===== src/rtl/mul_arb_pkg.sv =====
// mul_arb_pkg: Q3.12 format constants and arbiter FSM state type
// shared by the mul_arbiter slice.
package mul_arb_pkg;

   localparam int DATA_W = 16;
   localparam int FRAC_W = 12;
   localparam int MAG_W  = DATA_W - 1;

   typedef enum logic [1:0] {
      ST_IDLE,
      ST_BUSY,
      ST_DRAIN
   } state_t;

endpackage


===== src/rtl/mul_arbiter_rr_grant.sv =====
// rr_grant: round-robin one-hot grant, searching from last+1
// and wrapping around NUM_REQ requesters.
module rr_grant #(
   parameter int NUM_REQ = 4,
   parameter int ID_W    = 3
) (
   input  logic               en,
   input  logic [NUM_REQ-1:0] valid,
   input  logic [ID_W-1:0]    last,
   output logic [NUM_REQ-1:0] grant,
   output logic [ID_W-1:0]    grant_id
);

   function automatic int rr_idx(input int l, input int k);
      return (l + k) % NUM_REQ;
   endfunction

   // Walk from farthest to nearest so the nearest valid requester wins
   always_comb begin
      grant    = '0;
      grant_id = '0;
      for (int k = NUM_REQ; k >= 1; k--) begin
         if (en && valid[rr_idx(int'(last), k)]) begin
            grant                         = '0;
            grant[rr_idx(int'(last), k)]  = 1'b1;
            grant_id = ID_W'(rr_idx(int'(last), k));
         end
      end
   end

endmodule


===== src/rtl/signedmul.sv =====
// signedmul: pipelined sign-magnitude Q3.12 multiplier.
// Operands are captured on the first edge; the signed result follows two edges later.
module signedmul
   import mul_arb_pkg::*;
(
   input  logic              clk,
   input  logic [DATA_W-1:0] a,
   input  logic [DATA_W-1:0] b,
   output logic [DATA_W-1:0] p
);

   logic [DATA_W-1:0]   ma_q;
   logic [DATA_W-1:0]   mb_q;
   logic                sa_q;
   logic [MAG_W-1:0]    mag_q;
   logic                sp_q;
   logic [2*DATA_W-1:0] prod;

   assign prod = ma_q * mb_q;

   // Data path is intentionally unreset; validity travels in the caller's tags
   always_ff @(posedge clk) begin
      ma_q  <= a[DATA_W-1] ? (~a + DATA_W'(1)) : a;
      mb_q  <= b[DATA_W-1] ? (~b + DATA_W'(1)) : b;
      sa_q  <= a[DATA_W-1] ^ b[DATA_W-1];
      mag_q <= MAG_W'(prod >> FRAC_W);
      sp_q  <= sa_q;
      p     <= sp_q ? -{1'b0, mag_q} : {1'b0, mag_q};
   end

endmodule


===== src/rtl/mul_arbiter.sv =====
// mul_arbiter: round-robin sharing of one signedmul among NUM_REQ requesters.
// Define MUL_ARBITER_STATS_EN to add op_count/stall_count outputs.
module mul_arbiter
   import mul_arb_pkg::*;
#(
   parameter int NUM_REQ = 4,
   parameter int ID_W    = 3
) (
   input  logic                       clk,
   input  logic                       rst_n,
   input  logic [NUM_REQ-1:0]         req_valid,
   input  logic [DATA_W*NUM_REQ-1:0]  req_a,
   input  logic [DATA_W*NUM_REQ-1:0]  req_b,
   output logic [NUM_REQ-1:0]         req_ready,
   input  logic                       hold,
   output logic                       rsp_valid,
   output logic [ID_W-1:0]            rsp_id,
   output logic [DATA_W-1:0]          rsp_data,
   output logic                       idle
`ifdef MUL_ARBITER_STATS_EN
   ,
   output logic [31:0]                op_count,
   output logic [31:0]                stall_count
`endif
);

   state_t              state;
   state_t              state_nxt;
   logic                grant_en;
   logic                accept;
   logic                pipe_empty;
   logic [NUM_REQ-1:0]  grant;
   logic [ID_W-1:0]     grant_id;
   logic [ID_W-1:0]     last_grant;
   logic [DATA_W-1:0]   mul_a;
   logic [DATA_W-1:0]   mul_b;
   logic [DATA_W-1:0]   mul_p;
   logic                iss_v;
   logic [ID_W-1:0]     iss_id;
   logic [1:0]          tag_v;
   logic [ID_W-1:0]     tag_id [2];

   assign grant_en = rst_n & ~hold & (state != ST_DRAIN);

   rr_grant #(
      .NUM_REQ (NUM_REQ),
      .ID_W    (ID_W)
   ) u_rr (
      .en       (grant_en),
      .valid    (req_valid),
      .last     (last_grant),
      .grant    (grant),
      .grant_id (grant_id)
   );

   assign req_ready = grant;
   assign accept    = |grant;

   always_comb begin
      mul_a = '0;
      mul_b = '0;
      for (int i = 0; i < NUM_REQ; i++) begin
         if (grant[i]) begin
            mul_a = req_a[DATA_W*i +: DATA_W];
            mul_b = req_b[DATA_W*i +: DATA_W];
         end
      end
   end

   signedmul u_mul (
      .clk (clk),
      .a   (mul_a),
      .b   (mul_b),
      .p   (mul_p)
   );

   // Issue stage pairs with the operand capture, tags with the product stages
   always_ff @(posedge clk or negedge rst_n) begin
      if (!rst_n) begin
         last_grant <= ID_W'(NUM_REQ - 1);
         iss_v      <= 1'b0;
         iss_id     <= '0;
         tag_v      <= '0;
         tag_id[0]  <= '0;
         tag_id[1]  <= '0;
         rsp_valid  <= 1'b0;
         rsp_id     <= '0;
         rsp_data   <= '0;
      end else begin
         if (accept) last_grant <= grant_id;
         iss_v     <= accept;
         iss_id    <= grant_id;
         tag_v     <= {tag_v[0], iss_v};
         tag_id[0] <= iss_id;
         tag_id[1] <= tag_id[0];
         rsp_valid <= tag_v[1];
         if (tag_v[1]) begin
            rsp_id   <= tag_id[1];
            rsp_data <= mul_p;
         end
      end
   end

   assign pipe_empty = ~iss_v & ~(|tag_v) & ~rsp_valid;

   always_ff @(posedge clk or negedge rst_n) begin
      if (!rst_n) state <= ST_IDLE;
      else        state <= state_nxt;
   end

   always_comb begin
      state_nxt = state;
      unique case (state)
         ST_IDLE: begin
            if (accept) state_nxt = ST_BUSY;
         end
         ST_BUSY: begin
            if (hold)                       state_nxt = ST_DRAIN;
            else if (!accept && pipe_empty) state_nxt = ST_IDLE;
         end
         ST_DRAIN: begin
            if (pipe_empty) state_nxt = ST_IDLE;
         end
         default: state_nxt = ST_IDLE;
      endcase
   end

   assign idle = (state == ST_IDLE) & pipe_empty;

`ifdef MUL_ARBITER_STATS_EN
   always_ff @(posedge clk or negedge rst_n) begin
      if (!rst_n) begin
         op_count    <= '0;
         stall_count <= '0;
      end else begin
         if (accept)
            op_count <= op_count + 32'd1;
         if (|req_valid && !accept)
            stall_count <= stall_count + 32'd1;
      end
   end
`endif

endmodule


===== config.mk =====
export PLATFORM = sky130hd
export DESIGN_NAME = mul_arbiter
export DESIGN_NICKNAME = d
export VERILOG_FILES = /design/src/rtl/mul_arb_pkg.sv /design/src/rtl/mul_arbiter_rr_grant.sv /design/src/rtl/signedmul.sv /design/src/rtl/mul_arbiter.sv
export SDC_FILE = /design/constraint.sdc
export NUM_CORES = 1
export LEC_CHECK = 0
export BUFFER_PORTS_ARGS = -buffer_cell sky130_fd_sc_hd__buf_2
export CAP_MARGIN = 20
export CORE_MARGIN = 3
export CORE_UTILIZATION = 50
export CTS_BUF_LIST = sky130_fd_sc_hd__clkbuf_4 sky130_fd_sc_hd__clkbuf_8
export CTS_CLUSTER_SIZE = 10
export DETAILED_ROUTE_END_ITERATION = 8
export PLACE_DENSITY = 0.74
export SLEW_MARGIN = 20
export SYNTH_ARGS = -nofsm -noshare
export SYNTH_HDL_FRONTEND = slang
export SYNTH_SLANG_ARGS = --single-unit
export TNS_END_PERCENT = 10

===== constraint.sdc =====
create_clock -name clk -period 5.4 [get_ports clk]
set_input_delay 0.81 -clock clk [delete_from_list [all_inputs] [get_ports clk]]
set_output_delay 0.81 -clock clk [all_outputs]
set_load 0.02 [all_outputs]

# Word level (Yosys, flattened, before mapping)
# Cells that the tools add are included.
[op_classes]
n_mux = 44
n_eq_ne = 6
n_mul = 1
bitwise = 16
reduce_logical = 18
magnitude_cmp = 8
add_sub_neg = 7
[ops]
columns = ["cell", "count"]
rows = [
  ["16-bit 2-to-1 mux", 8],
  ["15-bit 2-to-1 mux", 3],
  ["16-bit by 1-bit adder with 16-bit output (second input constant)", 2],
  ["16-bit NOT", 2],
  ["16-bit by 16-bit multiplier with 27-bit output", 1],
  ["3-bit by 4-bit < comparator with 1-bit output (second input constant)", 4],
  ["4-bit 2-to-1 mux", 4],
  ["15-bit negator with 16-bit output", 1],
  ["3-bit by 1-bit greater-or-equal comparator with 1-bit output (second input constant)", 4],
  ["1-bit 2-to-1 mux", 12],
  ["3-bit 2-to-1 mux", 4],
  ["2-bit OR reduction", 5],
  ["1-bit logical AND", 9],
  ["1-bit binary-select mux with 2-bit select", 4],
  ["1-bit demux with 2-bit select", 4],
  ["2-bit 2-to-1 mux", 4],
  ["2-bit inequality test (second input constant)", 3],
  ["2-bit one-hot mux with 3 select lines", 1],
  ["1-bit bitwise AND", 5],
  ["2-bit by 1-bit adder with 2-bit output (second input constant)", 2],
  ["2-bit adder (second input constant)", 2],
  ["1-bit bitwise AND (first input constant)", 4],
  ["1-bit NOT", 4],
  ["4-bit OR reduction", 1],
  ["other kinds (7)", 7],
]
[word_totals]
output_inout_bits = 25
word_cells = 119
ff_bits = 101

# Depth between registers and ports, before layout
# Gate-level depths: netlist of run 1.
[depth]
depth_word = 18
depth_mapped = 24

# By module
# A second synthesis of run 1 with hierarchy kept.
[hier_totals]
hier_cells = 1323
hier_area_um2 = 12259.3
[modules_own_cells]
columns = ["mod", "n_inst", "cells_per_inst", "area_each_um2", "seq_area_each_um2"]
rows = [
  ["signedmul", 1, 1058, 9719.3, 1301.2],
  ["mul_arbiter", 1, 191, 1975.6, 928.4],
  ["rr_grant", 1, 74, 564.3, 0.0],
]

# Worst setup path before layout of run 1
# OpenSTA, ideal clock, no wires.
[synth_path]
kind = "flip-flop to flip-flop"
start = "reg u_mul.ma_q[10]"
end = "reg u_mul.mag_q[14]"
setup_time_ps = 121
path_slack_ps = -463
required_time_ps = 5279
n_path_buf = 1
path_stages_with_launch = 21
arrival_time_ps = 5743
path_cell_list = "dfxtp_1 clkbuf_1 nand2_1 fa_1 fa_1 fa_1 fa_1 inv_1 fa_1 inv_1 fa_1 inv_1 ha_1 or3_1 o21ba_2 o41ai_1 a221oi_1 o21ai_0 a21oi_1 o21bai_1 xnor2_1"
[synth_between]
elab_chain_cells = 1
[synth_rtl]
columns = ["element", "line", "source"]
rows = [
  ["start: declaration", "signedmul.sv:12", "logic [DATA_W-1:0] ma_q;"],
  ["start signal: assignment", "signedmul.sv:23", "ma_q <= a[DATA_W-1] ? (~a + DATA_W'(1)) : a;"],
  ["16-bit by 16-bit multiplier with 27-bit output", "signedmul.sv:19", "assign prod = ma_q * mb_q;"],
  ["net u_mul.prod[26]", "signedmul.sv:17", "logic [2*DATA_W-1:0] prod;"],
  ["end signal: assignment", "signedmul.sv:26", "mag_q <= MAG_W'(prod >> FRAC_W);"],
  ["end: declaration", "signedmul.sv:15", "logic [MAG_W-1:0] mag_q;"],
]
# The timed path passes the listed nets, and every way through them passes these cells.
# A chain may end at the register's enable or synchronous reset.

# Worst setup path in the final report of run 1
[layout_path]
start = "reg u_mul.ma_q[5]"
end = "reg u_mul.mag_q[14]"
# The elaborated chain is that of the path after synthesis.

==> Flow_metrics.wiki, run 1 <==
{| class="wikitable"
! Metric !! Value
|-
| Height of the die || 162.5 µm
|-
| Residual DRC || 0
|-
| Post-route ant nets || 0
|-
| Max-slew headroom || 0.3325
|-
| Proportion of layout cells with a drive suffix above 1 || 0.2335
|-
| DRC marker count from the first detailed-route iteration || 422
|-
| TritonCTS sink count || 97
|-
| Final worst path period need || 5.550 ns
|-
| Share of the clock period used by the worst path after layout || 1.028
|-
| Post-synth EDFFs || 0
|-
| Area of the placeable core || 23750 µm²
|-
| FMAX || 0.1802 GHz
|-
| Category of the most critical setup path || reg2reg
|-
| Register-to-Register Setup Slack || -0.15 ns
|-
| CTS max path bufs || 2
|-
| Max Cap Viol || 0
|-
| Total negative slack for setup checks || -0.3175 ns
|-
| Kind of end point of the critical path || flop
|-
| Launch point of the worst hold path || iss_id[0]
|-
| Diodes inserted || 0
|-
| First-pass GRT wire length || 52350 µm
|-
| Die boundary width || 162.5 µm
|-
| Global-route congestion overflow total || 0
|-
| Ratio of routed vias to standard cells || 5.307
|-
| Post-Synthesis Cells || 1341
|-
| Data required, critical path || 5.68 ns
|-
| Worst Path Arrival || 5.83 ns
|-
| Post-route cell area || 14310 µm²
|-
| Failing checks || negative setup slack
|-
| Cell depth of the worst flop-to-flop path || 23
|-
| Number of rows created at floorplan || 56
|-
| Maximum number of pins on one net before global-route repair || 34
|-
| Number of register bits inferred by synthesis || 97
|-
| Total iterations of the first detailed-routing run || 5
|-
| Startpoint type of the worst setup path || flop
|-
| Cell at the root of the clock tree || sky130_fd_sc_hd__clkbuf_8
|-
| Number of failing hold endpoints at the final stage || 0
|-
| Die area || 26400 µm²
|-
| Via count || 9877
|-
| Top-level I/O count || 160
|-
| Hold_buf cts || 0
|-
| Count of H-tree levels built during CTS || 3
|-
| Worst Path Buf+Inv || 6
|-
| Area after DPL || 13890 µm²
|-
| Routability congestion estimate || 0.9298
|-
| Number of slew-limit violations in the final report || 0
|-
| Post-synth cell types || 75
|-
| # port buffers || 158
|-
| Insertion delay to the later sink of the worst-skew pair || 0.39 ns
|-
| Final setup fails || 4
|-
| Post-route setup slack || -0.1500 ns
|-
| Worst-path fanout max || 4
|-
| Post-CTS clock slew at the launch and capture registers of the worst setup and hold paths || 0.10 ns
|-
| Largest clock skew in the final design || 0.01693 ns
|-
| Gate family responsible for the most delay along the worst path || adder cells
|-
| Run status || complete, but fails checks
|-
| Via count of the first global-routing pass || 10561
|-
| Yosys warning count || 0
|-
| Most numerous cell on the critical path || sky130_fd_sc_hd__fa_1
|-
| Delay of the slowest critical-path stage || 0.50 ns
|-
| Sequential share of the synthesized area || 0.1719
|-
| Cells traversed along the worst timing path || buf_4 -> and2_4 -> fa_1 -> inv_1 -> fa_1 -> fa_2 -> fa_1 -> inv_1 -> fa_1 -> inv_1 -> fa_1 -> inv_1 -> ha_2 -> o21a_1 -> o21ai_0 -> nand2b_1 -> inv_2 -> o41ai_4 -> a221oi_2 -> o21ai_2 -> a21oi_2 -> o21bai_1 -> xnor2_1
|-
| Unrepaired setup endpoints after global routing || yes
|-
| TritonCTS Buffers || 9
|-
| Slowest cell on the critical path || sky130_fd_sc_hd__fa_1
|-
| TritonCTS clock tree || done
|-
| Reg2reg end || u_mul.mag_q[14]
|-
| Drt total wl || 31780 µm
|-
| Hold Path End || tag_id[3]
|-
| Top flip-flop cell by instance count after synthesis || sky130_fd_sc_hd__dfxtp_1
|-
| Depth of the worst hold-timing path || 0
|-
| Synthesized area || 12250 µm²
|-
| Initial Utilization || 0.5155
|-
| Detailed placement HPWL || 26780 µm
|-
| Area added between synthesis and finish || 16.84%
|-
| Startpoint of the lowest-slack register-to-register path || u_mul.ma_q[5]
|-
| Number of antenna violations at the first check in global routing || 0
|-
| Kind of path behind the tightest hold check || reg2reg
|-
| Detailed-route wire length per cell || 17.08 µm
|-
| Mapped Nets || 1743
|-
| Avg Synthesized Cell Area || 9.132 µm²
|-
| Global-route usage over all layers || 0.2483
|-
| Number of nets in the layout || 1939
|-
| Transition time at the pin with the least slew margin || 1.001 ns
|-
| Async S/R FF share, synth || 0.3299
|}
[cells by family after synthesis]
kind of cell / count (synthesis) / share of synthesized area
AND/OR/NAND/NOR: 370 / 0.1523
multiplexers: 27 / 0.02820
XOR/XNOR: 66 / 0.04721
other: 1 / 0.0003062
AO/OA/AOI/OAI: 201 / 0.1131
flip-flops: 97 / 0.1719
adder cells (fa/ha/maj): 267 / 0.3862
buffers and inverters: 312 / 0.1007
[worst max-delay path by stage]
| stage | start | to | slack (ns) | cells past startpoint |
|---|---|---|---|---|
| floorplan | u_mul.mb_q[6] | u_mul.mag_q[14] | -0.003 | 21 |
| global placement | u_mul.mb_q[5] | u_mul.mag_q[14] | -0.23 | 22 |
| detailed placement | u_mul.mb_q[5] | u_mul.mag_q[14] | -0.32 | 22 |
| CTS | u_mul.mb_q[1] | u_mul.mag_q[14] | -0.18 | 21 |
| global route | u_mul.ma_q[13] | u_mul.mag_q[14] | -0.38 | 22 |
| finish | u_mul.ma_q[5] | u_mul.mag_q[14] | -0.15 | 23 |
[worst reg2reg max path: stages (launching register included)]
cell	delay, ns
sky130_fd_sc_hd__dfxtp_4	0.37
sky130_fd_sc_hd__buf_4	0.15
sky130_fd_sc_hd__and2_4	0.15
sky130_fd_sc_hd__fa_1	0.47
sky130_fd_sc_hd__inv_1	0.05
sky130_fd_sc_hd__fa_1	0.50
sky130_fd_sc_hd__fa_2	0.44
sky130_fd_sc_hd__fa_1	0.49
sky130_fd_sc_hd__inv_1	0.05
sky130_fd_sc_hd__fa_1	0.47
sky130_fd_sc_hd__inv_1	0.05
sky130_fd_sc_hd__fa_1	0.47
sky130_fd_sc_hd__inv_1	0.04
sky130_fd_sc_hd__ha_2	0.30
sky130_fd_sc_hd__o21a_1	0.13
sky130_fd_sc_hd__o21ai_0	0.08
sky130_fd_sc_hd__nand2b_1	0.11
sky130_fd_sc_hd__inv_2	0.06
sky130_fd_sc_hd__o41ai_4	0.39
sky130_fd_sc_hd__a221oi_2	0.15
sky130_fd_sc_hd__o21ai_2	0.18
sky130_fd_sc_hd__a21oi_2	0.08
sky130_fd_sc_hd__o21bai_1	0.18
sky130_fd_sc_hd__xnor2_1	0.10
[through the flow]
step / cells / worst slack (ns) / util / hold slack (ns)
after floorplan: 1341 / -0.002963 / - / 0.3096
after global placement: 1834 / -0.2323 / 0.5849 / 0.3343
after detailed placement: 1834 / -0.3200 / 0.5849 / 0.3347
after CTS: 1854 / -0.1833 / 0.5965 / 0.3618
after global routing: 1861 / -0.3823 / 0.6023 / 0.3664
final: 1861 / -0.1500 / 0.6023 / 0.3606
[metal layers]
| metal | up-vias | part of all wire | track usage |
|---|---|---|---|
| met5 | - | 0 | 0 |
| met4 | 0 | 0.027 | 0.07561 |
| met3 | 57 | 0.065 | 0.04196 |
| met2 | 403 | 0.50 | 0.4346 |
| met1 | 4794 | 0.41 | 0.3160 |
| li1 | 4623 | - | - |
[cell type report]
class | count | area (µm²)
timing repair buffer | 250 | 1575
fill | 2077 | 9445
multi-input combinational | 932 | 9057
tap | 319 | 399.1
clock inverter | 6 | 52.55
inverter | 247 | 927.1
sequential | 97 | 2165
clock buffer | 10 | 131.4
[what timing repair did]
item	4_1_cts	5_1_grt
gates resized for setup	19	31
setup endpoints to repair	7	10
pin swaps	12	22
setup buffers	4	7
cloned	0	0
[cells in the mapped netlist (all sizes together) (3+ instances only)]
cell type,count,area share
mux2i,3,0.0025
nor2b,5,0.0032
a41oi,3,0.0021
a22oi,10,0.0065
o41ai,3,0.0021
a21oi,55,0.023
o311a,5,0.0041
o31ai,5,0.0031
o221ai,3,0.0021
nand3b,4,0.0025
nand2b,5,0.0026
o211ai,17,0.010
nand4,6,0.0031
dfrtp,30,0.061
clkbuf,44,0.013
nor3,6,0.0029
and2,111,0.057
a221o,4,0.0033
a21o,5,0.0031
buf,21,0.012
ha,82,0.084
mux4,4,0.0074
dfxtp,65,0.11
mux2,20,0.018
o311ai,11,0.0079
or3,6,0.0031
nand3,8,0.0033
nor2,32,0.010
xor2,19,0.014
a22o,6,0.0043
a221oi,4,0.0029
xnor2,47,0.034
o21ai,41,0.018
fa,185,0.30
o21a,13,0.0080
nand2,163,0.050
inv,247,0.076
and3,11,0.0056
o21bai,3,0.0018
[registers in the layout (all words and copies together) (netlist names)]
register	cells
rsp_data	16
u_mul.ma_q	16
u_mul.mb_q	16
u_mul.p	16
u_mul.mag_q	15
tag_id	4
iss_id	2
last_grant	2
rsp_id	2
state	2
tag_v	2
iss_v	1
rsp_valid	1
u_mul.sa_q	1
u_mul.sp_q	1
[layout by cell type, fill, tap and decap left out, types with 17 or more instances in the layout]
cell type / netlist / layout
sky130_fd_sc_hd__buf_2: 8 / 158
sky130_fd_sc_hd__fa_1: 185 / 179
sky130_fd_sc_hd__dfxtp_1: 65 / 43
sky130_fd_sc_hd__o21ai_0: 35 / 34
sky130_fd_sc_hd__dfrtp_1: 30 / 30
sky130_fd_sc_hd__buf_4: 8 / 81
sky130_fd_sc_hd__xnor2_1: 47 / 47
sky130_fd_sc_hd__and2_1: 111 / 108
sky130_fd_sc_hd__xor2_1: 19 / 19
sky130_fd_sc_hd__mux2_2: 20 / 20
sky130_fd_sc_hd__ha_1: 82 / 75
sky130_fd_sc_hd__nor2_1: 31 / 31
sky130_fd_sc_hd__o211ai_1: 17 / 17
sky130_fd_sc_hd__nand2_1: 163 / 163
sky130_fd_sc_hd__inv_1: 244 / 242
sky130_fd_sc_hd__a21oi_1: 54 / 48
Power of run 1 is left out: the tool's default activity adds up to more than one toggle a clock period on the data nets, which glitch-free logic cannot reach.
==> run 2: changes to the inputs <==
--- a/config.mk
+++ b/config.mk
@@ -5,6 +5,7 @@
 export SDC_FILE = /design/constraint.sdc
 export NUM_CORES = 1
 export LEC_CHECK = 0
+export ABC_AREA = 1
 export BUFFER_PORTS_ARGS = -buffer_cell sky130_fd_sc_hd__buf_2
 export CAP_MARGIN = 20
 export CORE_MARGIN = 3
==> run 2 against run 1 <==
Against the previous run: the run now ends clean; global-route usage decreased by 1.7 points; critical path depth unchanged; cell area up 5.1%; register-to-register slack gained 0.20 ns; worst hold slack lost 0.0023 ns; clock skew is 0.0024 ns higher; first-iteration DRC count is 45% higher; maximum frequency increased by 3.7%; final cell count increased by 22%; count of clock-buffer cells in the layout unchanged; worst setup slack gained 0.20 ns; sequential cell count is the same.
==> Flow_metrics.wiki, run 2 <==
{| class="wikitable"
! Metric !! Value
|-
| Post-route ant nets || 0 (unchanged)
|-
| Startpoint of the lowest-slack register-to-register path || u_mul.ma_q[5] (unchanged)
|-
| Number of failing hold endpoints at the final stage || 0 (unchanged)
|-
| Die area || 28970 µm² (was 26400 µm²)
|-
| TritonCTS clock tree || done (unchanged)
|-
| Ratio of routed vias to standard cells || 4.959 (was 5.307)
|-
| Max-slew headroom || 0.4568 (was 0.3325)
|-
| Hold_buf cts || 0 (unchanged)
|-
| Mapped Nets || 2187 (was 1743)
|-
| Portion of synthesized cell area occupied by the leading cell type || 0.2747 (was 0.3024)
|-
| Post-synth cell types || 54 (was 75)
|-
| Avg Synthesized Cell Area || 7.552 µm² (was 9.132 µm²)
|-
| Top flip-flop cell by instance count after synthesis || sky130_fd_sc_hd__dfxtp_1 (unchanged)
|-
| Kind of path behind the tightest hold check || reg2reg (unchanged)
|-
| Data required, critical path || 5.69 ns (was 5.68 ns)
|-
| Yosys warning count || 0 (unchanged)
|-
| Number of antenna violations at the first check in global routing || 0 (unchanged)
|-
| Worst hold margin || 0.3583 ns (was 0.3606 ns)
|-
| Detailed-route wire length per cell || 14.39 µm (was 17.08 µm)
|-
| Post-Synthesis Cells || 1785 (was 1341)
|-
| Placement-stage worst setup slack || -0.1120 ns (was -0.3200 ns)
|-
| Number of rows created at floorplan || 59 (was 56)
|-
| Async S/R FF share, synth || 0.3299 (unchanged)
|-
| GR Layer Usage met3 || 0.03810 (was 0.04196)
|-
| Grt peak-use layer || met2 (unchanged)
|-
| Total iterations of the first detailed-routing run || 5 (unchanged)
|-
| TritonCTS Buffers || 9 (unchanged)
|-
| Post-route setup slack || 0.04934 ns (was -0.1500 ns)
|-
| Cell at the root of the clock tree || sky130_fd_sc_hd__clkbuf_8 (unchanged)
|-
| First-pass GRT wire length || 54250 µm (was 52350 µm)
|-
| TritonCTS sink count || 97 (unchanged)
|-
| Synth top cells by count || sky130_fd_sc_hd__nand2_1 (481), sky130_fd_sc_hd__inv_1 (432), sky130_fd_sc_hd__fa_1 (185), sky130_fd_sc_hd__ha_1 (82), sky130_fd_sc_hd__nand3_1 (78) (was sky130_fd_sc_hd__inv_1 (244), sky130_fd_sc_hd__fa_1 (185), sky130_fd_sc_hd__nand2_1 (163), sky130_fd_sc_hd__and2_1 (111), sky130_fd_sc_hd__ha_1 (82))
|-
| Transition time at the pin with the least slew margin || 0.8149 ns (was 1.001 ns)
|-
| Number of nets in the layout || 2333 (was 1939)
|-
| Start point of the critical path || u_mul.ma_q[5] (unchanged)
|-
| Top-level I/O count || 160 (unchanged)
|-
| Residual DRC || 0 (unchanged)
|-
| Run status || completed (was complete, but fails checks)
|-
| Routability congestion estimate || 0.9473 (was 0.9298)
|-
| Max Cap Viol || 0 (unchanged)
|-
| Highest-count cells in the layout ignoring fill and taps || sky130_fd_sc_hd__nand2_1 (478), sky130_fd_sc_hd__inv_1 (427), sky130_fd_sc_hd__fa_1 (185) (was sky130_fd_sc_hd__inv_1 (242), sky130_fd_sc_hd__fa_1 (179), sky130_fd_sc_hd__nand2_1 (163))
|-
| Worst-path fanout max || 4 (unchanged)
|-
| Post-synthesis cell type with the largest combined area || sky130_fd_sc_hd__fa_1 (unchanged)
|-
| Drt total wl || 32670 µm (was 31780 µm)
|-
| Proportion of layout cells with a drive suffix above 1 || 0.1890 (was 0.2335)
|-
| Share of the clock period used by the worst path after layout || 0.9909 (was 1.028)
|-
| Insertion delay to the later sink of the worst-skew pair || 0.40 ns (was 0.39 ns)
|-
| Post-synth EDFFs || 0 (unchanged)
|-
| Height of the die || 170.2 µm (was 162.5 µm)
|-
| Via count of the first global-routing pass || 11431 (was 10561)
|-
| Count of H-tree levels built during CTS || 3 (unchanged)
|-
| Sequential share of the synthesized area || 0.1561 (was 0.1719)
|-
| Area added between synthesis and finish || 11.59% (was 16.84%)
|-
| Number of register bits inferred by synthesis || 97 (unchanged)
|-
| Startpoint type of the worst setup path || flop (unchanged)
|-
| Number of slew-limit violations in the final report || 0 (unchanged)
|-
| Area of the placeable core || 26280 µm² (was 23750 µm²)
|-
| Final setup fails || 0 (was 4)
|-
| Most repeated cell in the gate-level netlist after synthesis || sky130_fd_sc_hd__nand2_1 (was sky130_fd_sc_hd__inv_1)
|-
| Kind of end point of the critical path || flop (unchanged)
|-
| FMAX || 0.1869 GHz (was 0.1802 GHz)
|-
| DRC marker count from the first detailed-route iteration || 613 (was 422)
|-
| Post-CTS clock slew at the launch and capture registers of the worst setup and hold paths || 0.11 ns (was 0.10 ns)
|-
| Unrepaired setup endpoints after global routing || yes (unchanged)
|-
| # port buffers || 158 (unchanged)
|-
| Final worst path period need || 5.351 ns (was 5.550 ns)
|-
| CTS max path bufs || 2 (unchanged)
|-
| Global-route usage over all layers || 0.2311 (was 0.2483)
|-
| Leading cell type in the layout, fill and taps excluded || sky130_fd_sc_hd__nand2_1 (was sky130_fd_sc_hd__inv_1)
|-
| Worst Path Arrival || 5.64 ns (was 5.83 ns)
|-
| Die boundary width || 170.2 µm (was 162.5 µm)
|-
| Synthesized area || 13480 µm² (was 12250 µm²)
|-
| Largest clock skew in the final design || 0.01933 ns (was 0.01693 ns)
|-
| Global-route congestion overflow total || 0 (unchanged)
|-
| Category of the most critical setup path || reg2reg (unchanged)
|-
| Initial Utilization || 0.5129 (was 0.5155)
|-
| Met1 Resource Use GR || 0.2965 (was 0.3160)
|-
| Detailed placement HPWL || 27460 µm (was 26780 µm)
|-
| Launch point of the worst hold path || tag_id[3] (was iss_id[0])
|-
| Met2 Track Usage GR || 0.4039 (was 0.4346)
|-
| Via count || 11263 (was 9877)
|-
| Diodes inserted || 0 (unchanged)
|-
| Maximum number of pins on one net before global-route repair || 56 (was 34)
|-
| Largest cells by area after synthesis || sky130_fd_sc_hd__fa_1 (27%), sky130_fd_sc_hd__nand2_1 (13%), sky130_fd_sc_hd__inv_1 (12%), sky130_fd_sc_hd__dfxtp_1 (9.7%), sky130_fd_sc_hd__ha_1 (7.6%) (was sky130_fd_sc_hd__fa_1 (30%), sky130_fd_sc_hd__dfxtp_1 (11%), sky130_fd_sc_hd__ha_1 (8.4%), sky130_fd_sc_hd__inv_1 (7.5%), sky130_fd_sc_hd__dfrtp_1 (6.1%))
|}
[run 2: changes by cell type after synthesis, moves of 13 or more]
cell | previous run | this run
sky130_fd_sc_hd__and2_1 | 111 | 0
sky130_fd_sc_hd__inv_2 | 3 | 17
sky130_fd_sc_hd__xnor2_1 | 47 | 22
sky130_fd_sc_hd__o211ai_1 | 17 | 3
sky130_fd_sc_hd__a21oi_1 | 54 | 32
sky130_fd_sc_hd__inv_1 | 244 | 432
sky130_fd_sc_hd__nand3_1 | 8 | 78
sky130_fd_sc_hd__nor2_1 | 31 | 63
sky130_fd_sc_hd__nand2_1 | 163 | 481
sky130_fd_sc_hd__o21ai_1 | 4 | 22
sky130_fd_sc_hd__o21ai_0 | 35 | 22
[run 2: cells by family after synthesis]
kind of cell / after synthesis / synth area share
other: 1 / 0.0002782
and+or+nand+nor: 700 / 0.2297
adders and majority gates: 267 / 0.3508
buffers and inverters: 540 / 0.1599
AOI/OAI and AO/OA: 109 / 0.05365
DFF: 97 / 0.1561
muxes: 18 / 0.01504
xor gates and xnor gates: 53 / 0.03443
[run 2: final timing paths]
path	to	slack (ns)	cells past startpoint
worst max-delay path	u_mul.mag_q[13]	0.05	23
worst min-delay path	tag_id[0]	0.36	0
worst max register to register	u_mul.mag_q[13]	0.05	23
worst min register to register	tag_id[0]	0.36	0
max in group asynchronous	last_grant[0]	4.64	2
min in group asynchronous	rsp_id[0]	0.44	2
[run 2: cell type report]
type / instances / area [µm²]
Fill cell: 2419 / 11240
Sequential cell: 97 / 2125
Inverter: 460 / 1732
Clock buffer: 10 / 137.6
Clock inverter: 6 / 58.81
Timing Repair Buffer: 215 / 1242
Multi-Input combinational cell: 1148 / 9329
Tap cell: 335 / 419.2
[run 2: repair_timing]
action,4_1_cts,5_1_grt
resized for setup,8,30
endpoints found under the setup margin,4,11
buffers inserted,0,2
pin swaps,1,14
[run 2: routing by layer]
layer / part of all wire / up-vias
met5: 0 / -
met4: 0.023 / 0
met3: 0.076 / 50
met2: 0.49 / 437
met1: 0.41 / 5284
li1: - / 5492
[run 2: through the flow]
step | std cells | TNS (ns) | util | cell area [µm²]
2_1_floorplan | 1785 | -0.05010 | - | 13540
3_3_place_gp | 2253 | 0 | 0.5602 | 14720
3_5_place_dp | 2253 | -0.1980 | 0.5602 | 14720
4_1_cts | 2269 | 0 | 0.5687 | 14950
5_1_grt | 2271 | -0.4183 | 0.5724 | 15040
6_report | 2271 | 0 | 0.5724 | 15040
[run 2: worst max-delay path: stages, from the launching register on]
cell and delay [ns]:
sky130_fd_sc_hd__dfxtp_4 0.37, sky130_fd_sc_hd__nand2_2 0.07, sky130_fd_sc_hd__inv_2 0.04, sky130_fd_sc_hd__fa_1 0.55, sky130_fd_sc_hd__inv_2 0.04, sky130_fd_sc_hd__fa_1 0.52
sky130_fd_sc_hd__fa_1 0.45, sky130_fd_sc_hd__fa_1 0.49, sky130_fd_sc_hd__inv_1 0.05, sky130_fd_sc_hd__fa_1 0.49, sky130_fd_sc_hd__inv_2 0.04, sky130_fd_sc_hd__fa_1 0.52
sky130_fd_sc_hd__inv_2 0.05, sky130_fd_sc_hd__ha_4 0.22, sky130_fd_sc_hd__a21oi_2 0.12, sky130_fd_sc_hd__o21a_1 0.14, sky130_fd_sc_hd__nand2_2 0.07, sky130_fd_sc_hd__a21oi_4 0.17
sky130_fd_sc_hd__inv_2 0.05, sky130_fd_sc_hd__a21oi_2 0.17, sky130_fd_sc_hd__o21ai_2 0.12, sky130_fd_sc_hd__a21oi_2 0.19, sky130_fd_sc_hd__o211ai_1 0.14, sky130_fd_sc_hd__xor2_1 0.18
Power of run 2 is left out for the same reason.
==> run 3: changes to the inputs <==
--- a/config.mk
+++ b/config.mk
@@ -8,12 +8,14 @@
 export ABC_AREA = 1
 export BUFFER_PORTS_ARGS = -buffer_cell sky130_fd_sc_hd__buf_2
 export CAP_MARGIN = 20
+export CELL_PAD_IN_SITES_DETAIL_PLACEMENT = 1
+export CELL_PAD_IN_SITES_GLOBAL_PLACEMENT = 1
 export CORE_MARGIN = 3
-export CORE_UTILIZATION = 50
+export CORE_UTILIZATION = 41
 export CTS_BUF_LIST = sky130_fd_sc_hd__clkbuf_4 sky130_fd_sc_hd__clkbuf_8
 export CTS_CLUSTER_SIZE = 10
 export DETAILED_ROUTE_END_ITERATION = 8
-export PLACE_DENSITY = 0.74
+export PLACE_DENSITY = 0.81
 export SLEW_MARGIN = 20
 export SYNTH_ARGS = -nofsm -noshare
 export SYNTH_HDL_FRONTEND = slang
==> run 3 against run 2 <==
Against the previous run: the flow now finishes with violations (negative setup slack); clock skew about the same; critical path depth unchanged; die area up 21%; critical endpoint is now u_mul.mag_q[12]; global-route usage shrank 0.77 points; largest cell class unchanged; maximum frequency is 1.2% lower; final cell count rose by 4.5%; worst setup slack got worse by 0.067 ns; worst hold slack gained 0.0013 ns; highest routed layer unchanged; via count up 2.5%.
==> Flow_metrics.wiki, run 3 (same netlist as run 2, synthesis figures left out) <==
{| class="wikitable"
! Metric !! Value
|-
| Transition time at the pin with the least slew margin || 0.7988 ns (was 0.8149 ns)
|-
| Worst Path Buf+Inv || 6 (unchanged)
|-
| Proportion of layout cells with a drive suffix above 1 || 0.1919 (was 0.1890)
|-
| Highest-count cells in the layout ignoring fill and taps || sky130_fd_sc_hd__nand2_1 (479), sky130_fd_sc_hd__inv_1 (427), sky130_fd_sc_hd__fa_1 (184) (was sky130_fd_sc_hd__nand2_1 (478), sky130_fd_sc_hd__inv_1 (427), sky130_fd_sc_hd__fa_1 (185))
|-
| DRC marker count from the first detailed-route iteration || 536 (was 613)
|-
| TritonCTS clock tree || done (unchanged)
|-
| Total negative slack for setup checks || -0.01723 ns (was 0 ns)
|-
| Die area || 35090 µm² (was 28970 µm²)
|-
| Delay of the slowest critical-path stage || 0.54 ns (was 0.55 ns)
|-
| Via count of the first global-routing pass || 12911 (was 11431)
|-
| Ratio of routed vias to standard cells || 4.865 (was 4.959)
|-
| Drt total wl || 38560 µm (was 32670 µm)
|-
| Number of nets in the layout || 2336 (was 2333)
|-
| Failing checks || negative setup slack
|-
| Count of H-tree levels built during CTS || 3 (unchanged)
|-
| Post-route setup slack || -0.01723 ns (was 0.04934 ns)
|-
| Residual DRC || 0 (unchanged)
|-
| Most numerous cell on the critical path || sky130_fd_sc_hd__fa_1 (unchanged)
|-
| Data required, critical path || 5.71 ns (was 5.69 ns)
|-
| Via count || 11550 (was 11263)
|-
| Number of rows created at floorplan || 65 (was 59)
|-
| First-pass GRT wire length || 64030 µm (was 54250 µm)
|-
| Area after DPL || 14860 µm² (was 14720 µm²)
|-
| Initial Utilization || 0.4218 (was 0.5129)
|-
| Hold_buf cts || 0 (unchanged)
|-
| Die boundary width || 187.3 µm (was 170.2 µm)
|-
| Post-CTS clock slew at the launch and capture registers of the worst setup and hold paths || 0.11 ns (about the same)
|-
| Area added between synthesis and finish || 12.66% (was 11.59%)
|-
| Total iterations of the first detailed-routing run || 5 (unchanged)
|-
| Routability congestion estimate || 0.8775 (was 0.9473)
|-
| Final worst path period need || 5.417 ns (was 5.351 ns)
|-
| Gate family responsible for the most delay along the worst path || adder cells (unchanged)
|-
| Insertion delay to the later sink of the worst-skew pair || 0.39 ns (was 0.40 ns)
|-
| Post-route cell area || 15190 µm² (was 15040 µm²)
|-
| Slowest cell on the critical path || sky130_fd_sc_hd__fa_1 (unchanged)
|-
| Leading cell type in the layout, fill and taps excluded || sky130_fd_sc_hd__nand2_1 (unchanged)
|-
| Global-route congestion overflow total || 0 (unchanged)
|-
| Worst-path fanout max || 5 (was 4)
|-
| Diodes inserted || 0 (unchanged)
|-
| # port buffers || 158 (unchanged)
|-
| Number of failing hold endpoints at the final stage || 0 (unchanged)
|-
| Startpoint type of the worst setup path || flop (unchanged)
|-
| Kind of path behind the tightest hold check || reg2reg (unchanged)
|-
| Cells traversed along the worst timing path || nand2_2 -> inv_2 -> fa_1 -> inv_2 -> fa_1 -> fa_1 -> fa_1 -> inv_2 -> fa_1 -> inv_2 -> fa_1 -> inv_2 -> ha_4 -> a21oi_2 -> o21a_1 -> nand2_1 -> a21oi_2 -> buf_4 -> o21ai_4 -> a21oi_4 -> o21ai_4 -> a21oi_2 -> xor2_1 (was nand2_2 -> inv_2 -> fa_1 -> inv_2 -> fa_1 -> fa_1 -> fa_1 -> inv_1 -> fa_1 -> inv_2 -> fa_1 -> inv_2 -> ha_4 -> a21oi_2 -> o21a_1 -> nand2_2 -> a21oi_4 -> inv_2 -> a21oi_2 -> o21ai_2 -> a21oi_2 -> o211ai_1 -> xor2_1)
|-
| Category of the most critical setup path || reg2reg (unchanged)
|-
| Global-route usage over all layers || 0.2234 (was 0.2311)
|-
| Height of the die || 187.3 µm (was 170.2 µm)
|-
| TritonCTS sink count || 97 (unchanged)
|-
| Worst hold margin || 0.3596 ns (was 0.3583 ns)
|-
| Area of the placeable core || 31960 µm² (was 26280 µm²)
|-
| Final setup fails || 1 (was 0)
|-
| FMAX || 0.1846 GHz (was 0.1869 GHz)
|-
| Number of antenna violations at the first check in global routing || 0 (unchanged)
|-
| TritonCTS Buffers || 9 (unchanged)
|-
| Max-slew headroom || 0.4674 (was 0.4568)
|-
| Cell at the root of the clock tree || sky130_fd_sc_hd__clkbuf_8 (unchanged)
|-
| Post-route ant nets || 0 (unchanged)
|-
| Detailed placement HPWL || 32690 µm (was 27460 µm)
|-
| Top-level I/O count || 160 (unchanged)
|-
| Share of the clock period used by the worst path after layout || 1.003 (was 0.9909)
|-
| Run status || complete, but fails checks (was completed)
|-
| Largest clock skew in the final design || 0.01957 ns (was 0.01933 ns)
|-
| CTS max path bufs || 2 (unchanged)
|-
| Detailed-route wire length per cell || 16.24 µm (was 14.39 µm)
|-
| Number of slew-limit violations in the final report || 0 (unchanged)
|-
| Unrepaired setup endpoints after global routing || yes (unchanged)
|-
| Maximum number of pins on one net before global-route repair || 56 (unchanged)
|-
| Max Cap Viol || 0 (unchanged)
|-
| Kind of end point of the critical path || flop (unchanged)
|-
| Worst Path Arrival || 5.72 ns (was 5.64 ns)
|}
-- run 3: cell count changes in the layout (fill, tap and decap cells not counted), sizes merged --
| cell | delta |
|---|---|
| buf | +3 |
| clkinv | -1 |
| clkinvlp | +1 |
-- run 3: cell type report --
type	instances	area (µm²)
Inverter	460	1732
Sequential cell	97	2118
Fill cell	4041	16770
Clock buffer	10	131.4
Timing Repair Buffer	218	1265
Clock inverter	6	50.05
Multi-Input combinational cell	1148	9346
Tap cell	435	544.3
-- run 3: timing repair --
item / CTS / global route
endpoints found under the hold margin: 0 / 0
buffers inserted: 1 / 2
gates cloned: 0 / 0
gates resized for setup: 18 / 20
endpoints found under the setup margin: 8 / 12
pin swaps: 9 / 10
-- run 3: final timing paths --
kind                                    start         endpoint  slack (ns)  depth (start not counted)
max in group asynchronous               rst_n    last_grant[1]        4.63                          2
worst min-delay path                iss_id[1]        tag_id[4]        0.36                          0
worst min register to register      iss_id[1]        tag_id[4]        0.36                          0
worst max-delay path            u_mul.mb_q[4]  u_mul.mag_q[12]       -0.02                         23
min in group asynchronous               rst_n         state[0]        0.45                          2
worst max register to register  u_mul.mb_q[4]  u_mul.mag_q[12]       -0.02                         23
-- run 3: per-layer routing --
metal / share of wire / up-vias / wire (µm) / track usage
li1: - / 5502 / - / -
met2: 0.51 / 292 / 19570 / 0.4099
met5: 0 / - / 0 / 0
met4: 0.018 / 0 / 699 / 0.05496
met1: 0.42 / 5705 / 16180 / 0.2745
met3: 0.055 / 51 / 2111 / 0.03373
-- run 3: through the flow --
step | util | setup WS, ns | instances
2_1_floorplan | - | -0.05010 | 1785
3_3_place_gp | 0.4650 | -0.02599 | 2355
3_5_place_dp | 0.4650 | -0.2669 | 2355
4_1_cts | 0.4731 | -0.01394 | 2372
5_1_grt | 0.4752 | -0.2200 | 2374
6_report | 0.4752 | -0.01723 | 2374
Power of run 3 is left out for the same reason.
